## src/rtl/whack_pkg.sv

```systemverilog
// Shared constants for the whack-a-mole game blocks.
package whack_pkg;

   localparam int unsigned N_HOLES_DEF            = 4;
   localparam int unsigned DEBOUNCE_CYCLES_SIM    = 16;
   localparam int unsigned DEBOUNCE_CYCLES_BOARD  = 500000;

   // Width of a hole index; never narrower than one bit.
   function automatic int unsigned idx_w(input int unsigned n);
      return (n < 2) ? 1 : $clog2(n);
   endfunction

endpackage : whack_pkg

```

## src/rtl/button_debounce.sv

```systemverilog
// One button: 2-FF synchroniser followed by a stability counter that drives the clean level.
module button_debounce #(
   parameter int unsigned DEBOUNCE_CYCLES = 16
) (
   input  logic clk,
   input  logic rst_n,
   input  logic btn_raw,
   output logic btn_clean
);

   localparam int unsigned CNT_W = (DEBOUNCE_CYCLES < 2) ? 1 : $clog2(DEBOUNCE_CYCLES);

   logic             r_sync1;
   logic             r_sync2;
   logic             r_clean;
   logic [CNT_W-1:0] r_cnt;
   logic [CNT_W-1:0] w_cnt_nxt;
   logic             w_clean_nxt;

   // Count while the synchronised level disagrees; flip once it has disagreed long enough.
   always_comb begin
      w_cnt_nxt   = '0;
      w_clean_nxt = r_clean;
      if (r_sync2 != r_clean) begin
         if (r_cnt == CNT_W'(DEBOUNCE_CYCLES - 1)) begin
            w_clean_nxt = r_sync2;
         end else begin
            w_cnt_nxt = r_cnt + CNT_W'(1);
         end
      end
   end

   // Synchroniser, counter and clean level registers.
   always_ff @(posedge clk or negedge rst_n) begin
      if (!rst_n) begin
         r_sync1 <= 1'b0;
         r_sync2 <= 1'b0;
         r_cnt   <= '0;
         r_clean <= 1'b0;
      end else begin
         r_sync1 <= btn_raw;
         r_sync2 <= r_sync1;
         r_cnt   <= w_cnt_nxt;
         r_clean <= w_clean_nxt;
      end
   end

   assign btn_clean = r_clean;

endmodule : button_debounce

```

## src/rtl/hit_detector.sv

```systemverilog
// Debounces hole buttons, detects presses and judges them against raised moles.
module hit_detector
   import whack_pkg::*;
#(
   parameter  int unsigned N_HOLES         = N_HOLES_DEF,
   parameter  int unsigned DEBOUNCE_CYCLES = DEBOUNCE_CYCLES_SIM,
   localparam int unsigned IDX_W           = idx_w(N_HOLES)
) (
   input  logic               clk,
   input  logic               rst_n,
   input  logic               enable,
   input  logic               clear,
   input  logic [N_HOLES-1:0] btn_raw,
   input  logic [N_HOLES-1:0] mole_mask,
   output logic [N_HOLES-1:0] btn_clean,
   output logic               hit_pulse,
   output logic               miss_pulse,
   output logic [IDX_W-1:0]   hit_hole
);

   logic [N_HOLES-1:0] w_clean;
   logic [N_HOLES-1:0] r_clean_prev;
   logic [N_HOLES-1:0] r_lock;
   logic               r_hit;
   logic               r_miss;
   logic [IDX_W-1:0]   r_hole;

   logic [N_HOLES-1:0] w_press;
   logic [N_HOLES-1:0] w_cand;
   logic [N_HOLES-1:0] w_onehot;
   logic [N_HOLES-1:0] w_lock_nxt;
   logic [IDX_W-1:0]   w_idx;
   logic [IDX_W-1:0]   w_hole_nxt;
   logic               w_judge;
   logic               w_hit_nxt;
   logic               w_miss_nxt;

   // One debouncer per hole.
   for (genvar g = 0; g < int'(N_HOLES); g++) begin : g_db
      button_debounce #(
         .DEBOUNCE_CYCLES (DEBOUNCE_CYCLES)
      ) u_db (
         .clk       (clk),
         .rst_n     (rst_n),
         .btn_raw   (btn_raw[g]),
         .btn_clean (w_clean[g])
      );
   end

   // Press detection, lowest-index candidate select and next-state of judge registers.
   always_comb begin
      w_press  = w_clean & ~r_clean_prev;
      w_cand   = w_press & mole_mask & ~r_lock;
      w_idx    = '0;
      w_onehot = '0;
      for (int i = int'(N_HOLES) - 1; i >= 0; i--) begin
         if (w_cand[i]) begin
            w_idx       = IDX_W'(i);
            w_onehot    = '0;
            w_onehot[i] = 1'b1;
         end
      end
      w_judge    = enable & ~clear;
      w_hit_nxt  = w_judge & (|w_cand);
      w_miss_nxt = w_judge & ~(|w_cand) & (|(w_press & ~mole_mask));
      w_hole_nxt = w_hit_nxt ? w_idx : r_hole;
      // A lock lives only while its mole stays raised.
      w_lock_nxt = clear ? '0 : ((r_lock | (w_hit_nxt ? w_onehot : '0)) & mole_mask);
   end

   // Edge history, locks and registered outputs.
   always_ff @(posedge clk or negedge rst_n) begin
      if (!rst_n) begin
         r_clean_prev <= '0;
         r_lock       <= '0;
         r_hit        <= 1'b0;
         r_miss       <= 1'b0;
         r_hole       <= '0;
      end else begin
         r_clean_prev <= w_clean;
         r_lock       <= w_lock_nxt;
         r_hit        <= w_hit_nxt;
         r_miss       <= w_miss_nxt;
         r_hole       <= w_hole_nxt;
      end
   end

   assign btn_clean  = w_clean;
   assign hit_pulse  = r_hit;
   assign miss_pulse = r_miss;
   assign hit_hole   = r_hole;

endmodule : hit_detector
```

## config.mk

```make
export PLATFORM = sky130hd
export DESIGN_NAME = hit_detector
export DESIGN_NICKNAME = d
export VERILOG_FILES = /design/src/rtl/whack_pkg.sv /design/src/rtl/button_debounce.sv /design/src/rtl/hit_detector.sv
export SDC_FILE = /design/constraint.sdc
export NUM_CORES = 1
export LEC_CHECK = 0
export ABC_CLOCK_PERIOD_IN_PS = 1500
export CAP_MARGIN = 20
export CORE_UTILIZATION = 30
export CTS_CLUSTER_SIZE = 30
export DETAILED_ROUTE_END_ITERATION = 6
export HOLD_SLACK_MARGIN = 0.12
export SKIP_LAST_GASP = 1
export SLEW_MARGIN = 30
export SYNTH_ARGS = -nofsm -noshare
export SYNTH_HDL_FRONTEND = slang
export SYNTH_SLANG_ARGS = --single-unit
```

## constraint.sdc

```tcl
create_clock -name clk -period 1.5 [get_ports clk]
set_input_delay 0.3 -clock clk [delete_from_list [all_inputs] [get_ports clk]]
set_output_delay 0.3 -clock clk [all_outputs]
set_load 0.01 [all_outputs]
```

==> results.ini <==
[place]
numPortBuffers=19
dp_cells=219
dpl.hpwl_um=2170
place_congestion=0.827
placed_area_sq_um=1970

[timing]
worstMarginPinSlew_ns=0.487
timing.fmax_mhz=699
grt_setup_unrepaired=false
holdWs_ns=0.343
period_minus_slack_ns=1.43
skew_ns=0.00490
slew_headroom_pct=67.5
fin_tns_setup_ns=0
setup_viol=0
finalHoldViolCount=0
drv_slew=0
period_share_pct=95.4

[setup_path]
crit_fanout=1
cp_top_family=buffers and inverters
cp.arrival_ns=1.13
crit_required_ns=1.20
cp_cell_sequence=clkdlybuf4s50_1
worstSetupPathType=reg2out
crit_path_start_kind=flop
max_stage_delay_ns=0.52
crit_start=hit_pulse
regToRegStartpoint=g_db[0].u_db.r_cnt[0]
cp_slowest_cell=clkdlybuf4s50_1
critPathCaptureType=primary output
crit_buf_inv=1

[yosys]
yosysTopAreaCell=dfrtp_1
synth.top_cells.by_count=dfrtp_1 (40), a21oi_1 (11), nor3b_1 (11)
syn_area_per_cell_sq_um=13.1
synth-compound-area-share_pct=8.35
synth_edf_count=0
synthAdderAreaFrac_pct=2.98
synthCells=128
synthArstFlopShare_pct=100
synthMuxAreaShare_pct=2.68
ys.flop_type=dfrtp_1
synth_top_cell_area_share_pct=59.7
synth-simple-area-share_pct=19.0
ys_warn_count=0
netlist_area_sq_um=1680
yosysSeqAreaShare_pct=59.7
synthDistinctLibCells=28
ys_seq_elements=40
synth_xor_xnor_area_share_pct=4.18
synth_nets=144
yosysMostFrequentCell=dfrtp_1
yosys-top-cells-area=dfrtp_1 (60%), nor3b_1 (4.9%), xnor2_1 (4.2%)
synth_top_family_by_area=simple AND/OR/NAND/NOR gates

[pwr]
power.internal_mw=1.56
pwr-share-seq_pct=57.7
switchingPower_uw=435
power.clock.fraction_pct=35.7
swShare_pct=21.8
powerDensity_nw_per_um2=960
vdd_ir_drop_max_v=0.000559
pwr-share-comb_pct=6.6
p_leak_nw=0.952

[floorplanning]
placementRows=26
die_height_um=76.8
start_util_pct=32.0
die_w_um=76.8
core_sq_um=5240
ioPinCount=20
die_area_sq_um=5900

[clock_tree]
clk_pin_slew_ns=0.07
cts_sinks=40
cts_max_path_buffers=2
post_cts_buffers=0
cts_tree=built
numCtsBuffers=5
clk_latency_ns=0.28
clock-root-buffer=clkbuf_8
cts_max_level=2

[detailed_routing]
detail_route.vias_per_cell=4.75
ant_nets=0
route.vias.total=1084
drc_errors=0
first_pass_iters=4
drtIter0Drc=60
wl_um=3030
wl_per_cell_um=13.3

[finish]
nets=173
design_area_sq_um=2080
fin_cells=228
multi_input_area_sq_um=624
ff_latch_area_sq_um=1000
drive_above_1_share_pct=13.3
syn2layout_area_growth_pct=23.7
fill_cells=475
diodes=0

[worst_hold_path]
min_from=g_db[1].u_db.r_sync1
min_path_type=reg2reg

[run_status]
status=complete, no violations

[global_routing]
antenna_found_initial=0
grt_pass1_vias=1175
grt_overflow=0
grt.total_usage_pct=11.8
grt_start_max_net_pins=41
grt_first_pass_wirelength_um=5370

[job]
maxCapViolCount=0

[sequential cells by signal, summed over array words and instances (netlist names)]
name and flops:
g_db.u_db.r_cnt 16, miss_pulse 1, g_db.u_db.r_sync1 4, g_db.u_db.btn_clean 4
g_db.u_db.r_sync2 4, r_lock 4, r_clean_prev 4, hit_pulse 1
hit_hole 2
[placed cells by master, fill, tap and decap left out]
master,count
a21boi_1,1
a21oi_1,11
a311oi_1,1
a31oi_1,2
a41oi_1,2
and3b_1,1
and4bb_1,1
and4bb_2,1
buf_2,1
buf_4,6
clkbuf_1,2
clkbuf_8,6
clkdlybuf4s50_1,11
dfrtp_1,40
dlygate4sd2_1,2
dlygate4sd3_1,1
dlymetal6s2s_1,5
ha_1,4
inv_1,6
mux2_2,4
nand2b_1,1
nand3_1,4
nand4_1,1
nand4b_1,4
nand4bb_1,2
nand4bb_4,2
nor2_1,4
nor2b_1,5
nor3_1,1
nor3b_1,11
nor4_1,1
o21ai_0,4
o21ba_2,1
o22a_1,1
xnor2_1,8
[power by group through the flow]
stage          clock network [mW]  logic [mW]  registers [mW]
2_1_floorplan                   0      0.0581            1.16
3_5_place_dp                    0       0.131            1.17
5_1_grt                     0.798       0.150            1.15
3_3_place_gp                    0       0.123            1.16
6_report                    0.712       0.131            1.15
4_1_cts                     0.743       0.134            1.15
[repair_timing]
item                                    4_1_cts  5_1_grt
hold buffers                                  1        0
endpoints found under the setup margin        2        5
gates resized for setup                       2        5
hold endpoints to repair                     40        0
[worst paths after layout]
path                                               end  slack [ns]  cells past startpoint
worst max-delay path                         hit_pulse        0.07                      1
worst max register to register  g_db[0].u_db.btn_clean        0.25                      3
max in group asynchronous         g_db[1].u_db.r_sync1        0.56                      3
worst min register to register    g_db[1].u_db.r_sync2        0.34                      0
worst min-delay path              g_db[1].u_db.r_sync2        0.34                      0
min in group asynchronous        g_db[3].u_db.r_cnt[0]        0.60                      3
[layout make-up]
cell class              instances  share of cell area (%)
clock buffers                   8                    4.34
multi-input cells              78                    30.1
well taps                      70                    4.22
inverters                       6                    1.08
repair buffers                 26                    12.1
flip-flops and latches         40                    48.2
[stage by stage]
step	setup slack, ns	power (mW)	utilization [%]
floorplan	0.355	1.22	-
global placement	0.0369	1.29	37.5
detailed placement	0.0246	1.30	37.5
CTS	0.00552	2.02	39.4
global route	0.0260	2.10	39.6
finish	0.0691	1.99	39.6
[cell families after synthesis]
kind of cell | after synthesis
muxes | 4
AOI/OAI and AO/OA | 23
adders and majority gates | 4
and+or+nand+nor | 39
xor gates and xnor gates | 8
DFF | 40
buffers and inverters | 10
[per-layer routing]
metal	share of wire [%]	wire length, um	up-vias	GRT usage (%)
li1	-	-	517	-
met1	43	1310	538	12.8
met2	51	1540	25	20.4
met3	4.6	138	4	4.40
met4	1.5	44	0	5.19
met5	0	0	-	0
(Power assumes the default switching activity.)
